$ cat src/rtl/sram_cmd_ctrl.sv
// Command sequencer for the SRAM macro: turns single-word bus requests into
// SIPO shift / write-enable / read-enable pin sequences, one request at a time.
module sram_cmd_ctrl #(
  parameter int ROWS    = 16,
  parameter int COLS    = 8,
  parameter int AW      = $clog2(ROWS),
  parameter int WR_HOLD = 2,
  parameter int RD_WAIT = 2
) (
  input  logic            clk,
  input  logic            arst,
  input  logic            req_valid,
  output logic            req_ready,
  input  logic            req_we,
  input  logic [AW-1:0]   req_addr,
  input  logic [COLS-1:0] req_wdata,
  output logic            rsp_valid,
  output logic            rsp_err,
  output logic [COLS-1:0] rsp_rdata,
  output logic            sram_serial_in,
  output logic            sram_shift,
  output logic            sram_w_en,
  output logic            sram_r_en,
  output logic [ROWS-1:0] sram_addr,
  input  logic            sram_data_valid,
  input  logic [COLS-1:0] sram_data_out
);

  localparam int MAX_A   = (COLS > WR_HOLD) ? COLS : WR_HOLD;
  localparam int MAX_CNT = (MAX_A > RD_WAIT) ? MAX_A : RD_WAIT;
  localparam int CW      = $clog2(MAX_CNT + 1);

  localparam logic [CW-1:0] SHIFT_LAST = CW'(COLS - 1);
  localparam logic [CW-1:0] WRITE_LAST = CW'(WR_HOLD - 1);
  localparam logic [CW-1:0] READ_LAST  = CW'(RD_WAIT - 1);
  localparam logic [AW:0]   ROW_LIMIT  = (AW + 1)'(ROWS);

  typedef enum logic [2:0] {
    S_IDLE,
    S_SHIFT,
    S_WRITE,
    S_READ,
    S_RESP
  } state_e;

  state_e          state_q, state_d;
  logic [CW-1:0]   cnt_q, cnt_d;
  logic [AW-1:0]   addr_q, addr_d;
  logic [COLS-1:0] word_q, word_d;
  logic            err_q, err_d;
  logic [COLS-1:0] rdata_q, rdata_d;

  logic            shift_q, shift_d;
  logic            serial_q, serial_d;
  logic            w_en_q, w_en_d;
  logic            r_en_q, r_en_d;
  logic [ROWS-1:0] sram_addr_q, sram_addr_d;
  logic            rsp_valid_q, rsp_valid_d;
  logic            rsp_err_q, rsp_err_d;

  logic addr_oob;
  assign addr_oob = ({1'b0, req_addr} >= ROW_LIMIT);

  // NOTE: every variable written here gets a default first, so no path leaves it unassigned (no latch).
  always_comb begin
    state_d = state_q;
    cnt_d   = cnt_q;
    addr_d  = addr_q;
    word_d  = word_q;
    err_d   = err_q;
    rdata_d = rdata_q;

    case (state_q)
      S_IDLE: begin
        if (req_valid) begin
          addr_d = req_addr;
          word_d = req_wdata;
          cnt_d  = '0;
          err_d  = addr_oob;
          if (addr_oob)    state_d = S_RESP;
          else if (req_we) state_d = S_SHIFT;
          else             state_d = S_READ;
        end
      end
      S_SHIFT: begin
        // word_q always holds the not-yet-sent bits, MSB first
        word_d = word_q << 1;
        if (cnt_q == SHIFT_LAST) begin
          state_d = S_WRITE;
          cnt_d   = '0;
        end else begin
          cnt_d = cnt_q + CW'(1);
        end
      end
      S_WRITE: begin
        if (cnt_q == WRITE_LAST) begin
          state_d = S_RESP;
          cnt_d   = '0;
        end else begin
          cnt_d = cnt_q + CW'(1);
        end
      end
      S_READ: begin
        // Counter parks on the last wait cycle and retries until the macro flags valid data.
        if (cnt_q == READ_LAST) begin
          if (sram_data_valid) begin
            rdata_d = sram_data_out;
            state_d = S_RESP;
            cnt_d   = '0;
          end
        end else begin
          cnt_d = cnt_q + CW'(1);
        end
      end
      S_RESP:  state_d = S_IDLE;
      default: state_d = S_IDLE;
    endcase

    // Pin values are decoded from the next state and registered, so they never glitch.
    shift_d     = (state_d == S_SHIFT);
    serial_d    = shift_d & word_d[COLS-1];
    w_en_d      = (state_d == S_WRITE);
    r_en_d      = (state_d == S_READ);
    sram_addr_d = (shift_d | w_en_d | r_en_d) ? ROWS'(addr_d) : '0;
    rsp_valid_d = (state_d == S_RESP);
    rsp_err_d   = rsp_valid_d & err_d;
  end

  // NOTE: sequential state uses non-blocking assignments so all flops update from pre-edge values.
  always_ff @(posedge clk or posedge arst) begin
    if (arst) begin
      state_q     <= S_IDLE;
      cnt_q       <= '0;
      addr_q      <= '0;
      word_q      <= '0;
      err_q       <= 1'b0;
      rdata_q     <= '0;
      shift_q     <= 1'b0;
      serial_q    <= 1'b0;
      w_en_q      <= 1'b0;
      r_en_q      <= 1'b0;
      sram_addr_q <= '0;
      rsp_valid_q <= 1'b0;
      rsp_err_q   <= 1'b0;
    end else begin
      state_q     <= state_d;
      cnt_q       <= cnt_d;
      addr_q      <= addr_d;
      word_q      <= word_d;
      err_q       <= err_d;
      rdata_q     <= rdata_d;
      shift_q     <= shift_d;
      serial_q    <= serial_d;
      w_en_q      <= w_en_d;
      r_en_q      <= r_en_d;
      sram_addr_q <= sram_addr_d;
      rsp_valid_q <= rsp_valid_d;
      rsp_err_q   <= rsp_err_d;
    end
  end

  assign req_ready      = (state_q == S_IDLE);
  assign rsp_valid      = rsp_valid_q;
  assign rsp_err        = rsp_err_q;
  assign rsp_rdata      = rdata_q;
  assign sram_serial_in = serial_q;
  assign sram_shift     = shift_q;
  assign sram_w_en      = w_en_q;
  assign sram_r_en      = r_en_q;
  assign sram_addr      = sram_addr_q;

endmodule

$ cat config.mk
export PLATFORM = sky130hd
export DESIGN_NAME = sram_cmd_ctrl
export DESIGN_NICKNAME = d
export VERILOG_FILES = /design/src/rtl/sram_cmd_ctrl.sv
export SDC_FILE = /design/constraint.sdc
export NUM_CORES = 1
export LEC_CHECK = 0
export BUFFER_PORTS_ARGS = -buffer_cell sky130_fd_sc_hd__buf_2
export CAP_MARGIN = 20
export CORE_ASPECT_RATIO = 1.1
export CORE_MARGIN = 5
export CORE_UTILIZATION = 50
export DETAILED_ROUTE_END_ITERATION = 16
export GPL_TIMING_DRIVEN = 0
export PLACE_DENSITY_LB_ADDON = 0.15
export SLEW_MARGIN = 0
export SYNTH_ARGS = -nofsm -noshare
export SYNTH_HDL_FRONTEND = slang
export SYNTH_SLANG_ARGS = --single-unit
$ cat constraint.sdc
create_clock -name clk -period 2.3 [get_ports clk]
set_input_delay 0.345 -clock clk [delete_from_list [all_inputs] [get_ports clk]]
set_output_delay 0.345 -clock clk [all_outputs]
set_load 0.02 [all_outputs]
==> qor.txt <==
IO Count: 56
synth unique cells: 40
Post-Syn Area per Cell: 11.3 sq um
Setup TNS: 0 ns
Post-Syn Area: 1770 sq um
first-pass GRT wire length: 6.04 mm
Peak Freq: 0.516 GHz
vias in the first global route: 1444
post-synthesis sequential area ratio: 0.539
Final Max Slew Viols: 0
Reg clk slew, reported paths: 0.11 ns
DP Worst Slack: 0.381 ns
Crit. End Element: register
final critical-path required period: 1.94 ns
Detailed Route WL: 3.48 mm
Antenna Nets Post-Route: 0
post-route cell area: 2160 sq um
CTS tree: yes
# diodes: 0
RSZ-0062 raised after global routing: false
clock skew: 0.00869 ns
Peak VDD IR: 0.000707 V
LEAKAGE: 1.09 nW
Final WS setup: 0.361 ns
Port Buffers: 42
aggregate global-route resource usage: 0.162
Worst-Margin Slew: 0.705 ns
largest fanout on the critical path: 9
core area: 3390 sq um
DRC Markers: 0
cell taking the most area after synthesis: dfrtp_1
Crit path arrival time: 2.16 ns
top-count cell post-synth: dfrtp_1
drt wl/cell: 13.1 um
Hold Crit Class: in -> async
Area Growth Syn to Fin: 22.6%
startpoint types: register
status: complete, no violations
full die area: 4820 sq um
Clk Tree Root Cell: clkbuf_4
Filler cells: 293
post-CTS resize count: 0
Worst-Skew Late Latency: 0.33 ns
first-pass iteration count of the detailed router: 4
final setup violation count: 0
cts hold-fix bufs: 0
CP Class: reg -> reg
Synth Warn #: 0
Max-slew headroom: 0.530
placed standard-cell area: 2100 sq um
initial antenna violation count: 0
largest net degree at the start of global routing: 23
Post-Synthesis Cells: 156
Hold Violations, Final: 0
chip width: 66.7 um
Die Ht: 72.3 um
Top FF cell, synth: dfrtp_1
# rows: 22
post-synth top area share: 0.539
Starting Density: 0.521
top cells by area, synth: dfrtp_1 (54%), mux2_2 (7.7%), buf_4 (5.5%), o22ai_1 (3.2%), a21oi_1 (2.6%)
Multi-input gate area: 708 sq um
asr flop ratio synth: 1.00
Final Wtd Congestion: 0.817
TritonCTS Buffers: 5
Max Cap Viol: 0
clock sink count: 38
CP required: 2.52 ns
initial drt markers: 62
Final HPWL DP: 2.72 mm
PD cells: 1320 nW/um^2
nets@finish: 244
H-tree depth: 2
vias: 1338
Final Cycle Share: 0.843
number of synthesized flops with an enable pin: 0
Reg area: 951 sq um
Synth top cells by count: dfrtp_1 (38), buf_4 (13), mux2_2 (12)
setup bufs post-CTS: 0
Via density: 5.03
post-synthesis register bit count: 38
layout cells sized above 1: 0.390
remaining global-route overflow: 0
Clock Tree Buf Depth: 2
==> stage by stage <==
step	utilization	cells	total power, W	hold WS, ns
6_report	0.639	266	0.00286	0.107
5_1_grt	0.639	266	0.00310	0.137
4_1_cts	0.639	266	0.00289	0.110
3_5_place_dp	0.622	258	0.00252	0.482
3_3_place_gp	0.613	257	0.00245	0.459
2_1_floorplan	-	167	0.00214	0.442
==> power breakdown <==
group | switching, W | internal [W] | total, W | leakage (nW)
combinational | 0.000793 | 0.000570 | 0.00136 | 0.588
clock | 0.000204 | 0.000148 | 0.000353 | 0.0353
sequential | 0.000178 | 0.000962 | 0.00114 | 0.468
total | 0.00117 | 0.00168 | 0.00286 | 1.09
==> state kept, by name, summed over array words and instances, names as in the netlist <==
name            cells
err_q               1
rsp_err             1
state_q             3
rsp_rdata           8
sram_w_en           1
addr_q              4
word_q              8
sram_serial_in      1
sram_addr           4
rsp_valid           1
cnt_q               4
sram_r_en           1
sram_shift          1
==> worst paths after layout <==
| check | startpoint | end | slack (ns) | depth (start not counted) |
|---|---|---|---|---|
| setup / recovery | cnt_q[1] | sram_addr[0] | 0.36 | 6 |
| hold / removal | arst | rsp_err | 0.11 | 2 |
| setup reg to reg | cnt_q[1] | sram_addr[0] | 0.36 | 6 |
| hold reg to reg | err_q | err_q | 0.50 | 1 |
| max in group asynchronous | arst | word_q[2] | 1.65 | 3 |
| min in group clk | sram_data_out[7] | rsp_rdata[7] | 0.24 | 2 |
==> cell families (layout without fill, tap and decap cells) <==
logic type	after synthesis	count (layout)	share of synthesized area
mux	12	12	0.0765
fa+ha+maj	2	2	0.0142
flops	38	38	0.539
buf+inv	25	76	0.0836
other cells	1	12	0.00212
compound gates	41	41	0.153
simple gates	37	37	0.132
==> routing by layer <==
| layer | track usage | wire length, um |
|---|---|---|
| met1 | 0.181 | 1390 |
| met2 | 0.287 | 1830 |
| met3 | 0.0449 | 225 |
| met4 | 0.0677 | 41 |
| met5 | 0 | 0 |
==> critical path, stage by stage, from the launching register on <==
cell and delay [ns]:
dfrtp_1 0.42, inv_1 0.09, ha_1 0.15, nor3b_4 0.34, a21oi_1 0.12, a221o_1 0.38, o31a_1 0.33
==> placed cells by master, fill, tap and decap left out, types with 2 or more instances in the layout <==
cell and n:
buf_4 13, conb_1 12, dfrtp_1 38, inv_1 6
a31oi_1 3, nor2b_1 2, mux2_2 12, o22ai_1 9
ha_1 2, nand2b_1 3, clkbuf_4 5, nor2_1 7
buf_2 46, clkbuf_1 2, nand2_1 4, o31a_1 4
nand3b_1 5, o21ai_0 8, and3_1 3, a21oi_1 9
and2_1 2
==> area by class of cell <==
type                    count  area share
multi-input cells         104       0.327
clock buffers               7      0.0254
repair buffers             43       0.110
inverters                   6      0.0104
well taps                  48      0.0277
plain buffers              19      0.0578
flip-flops and latches     38       0.439
clock inverters             1     0.00231
No activity file was read; power rests on OpenSTA's default activity.
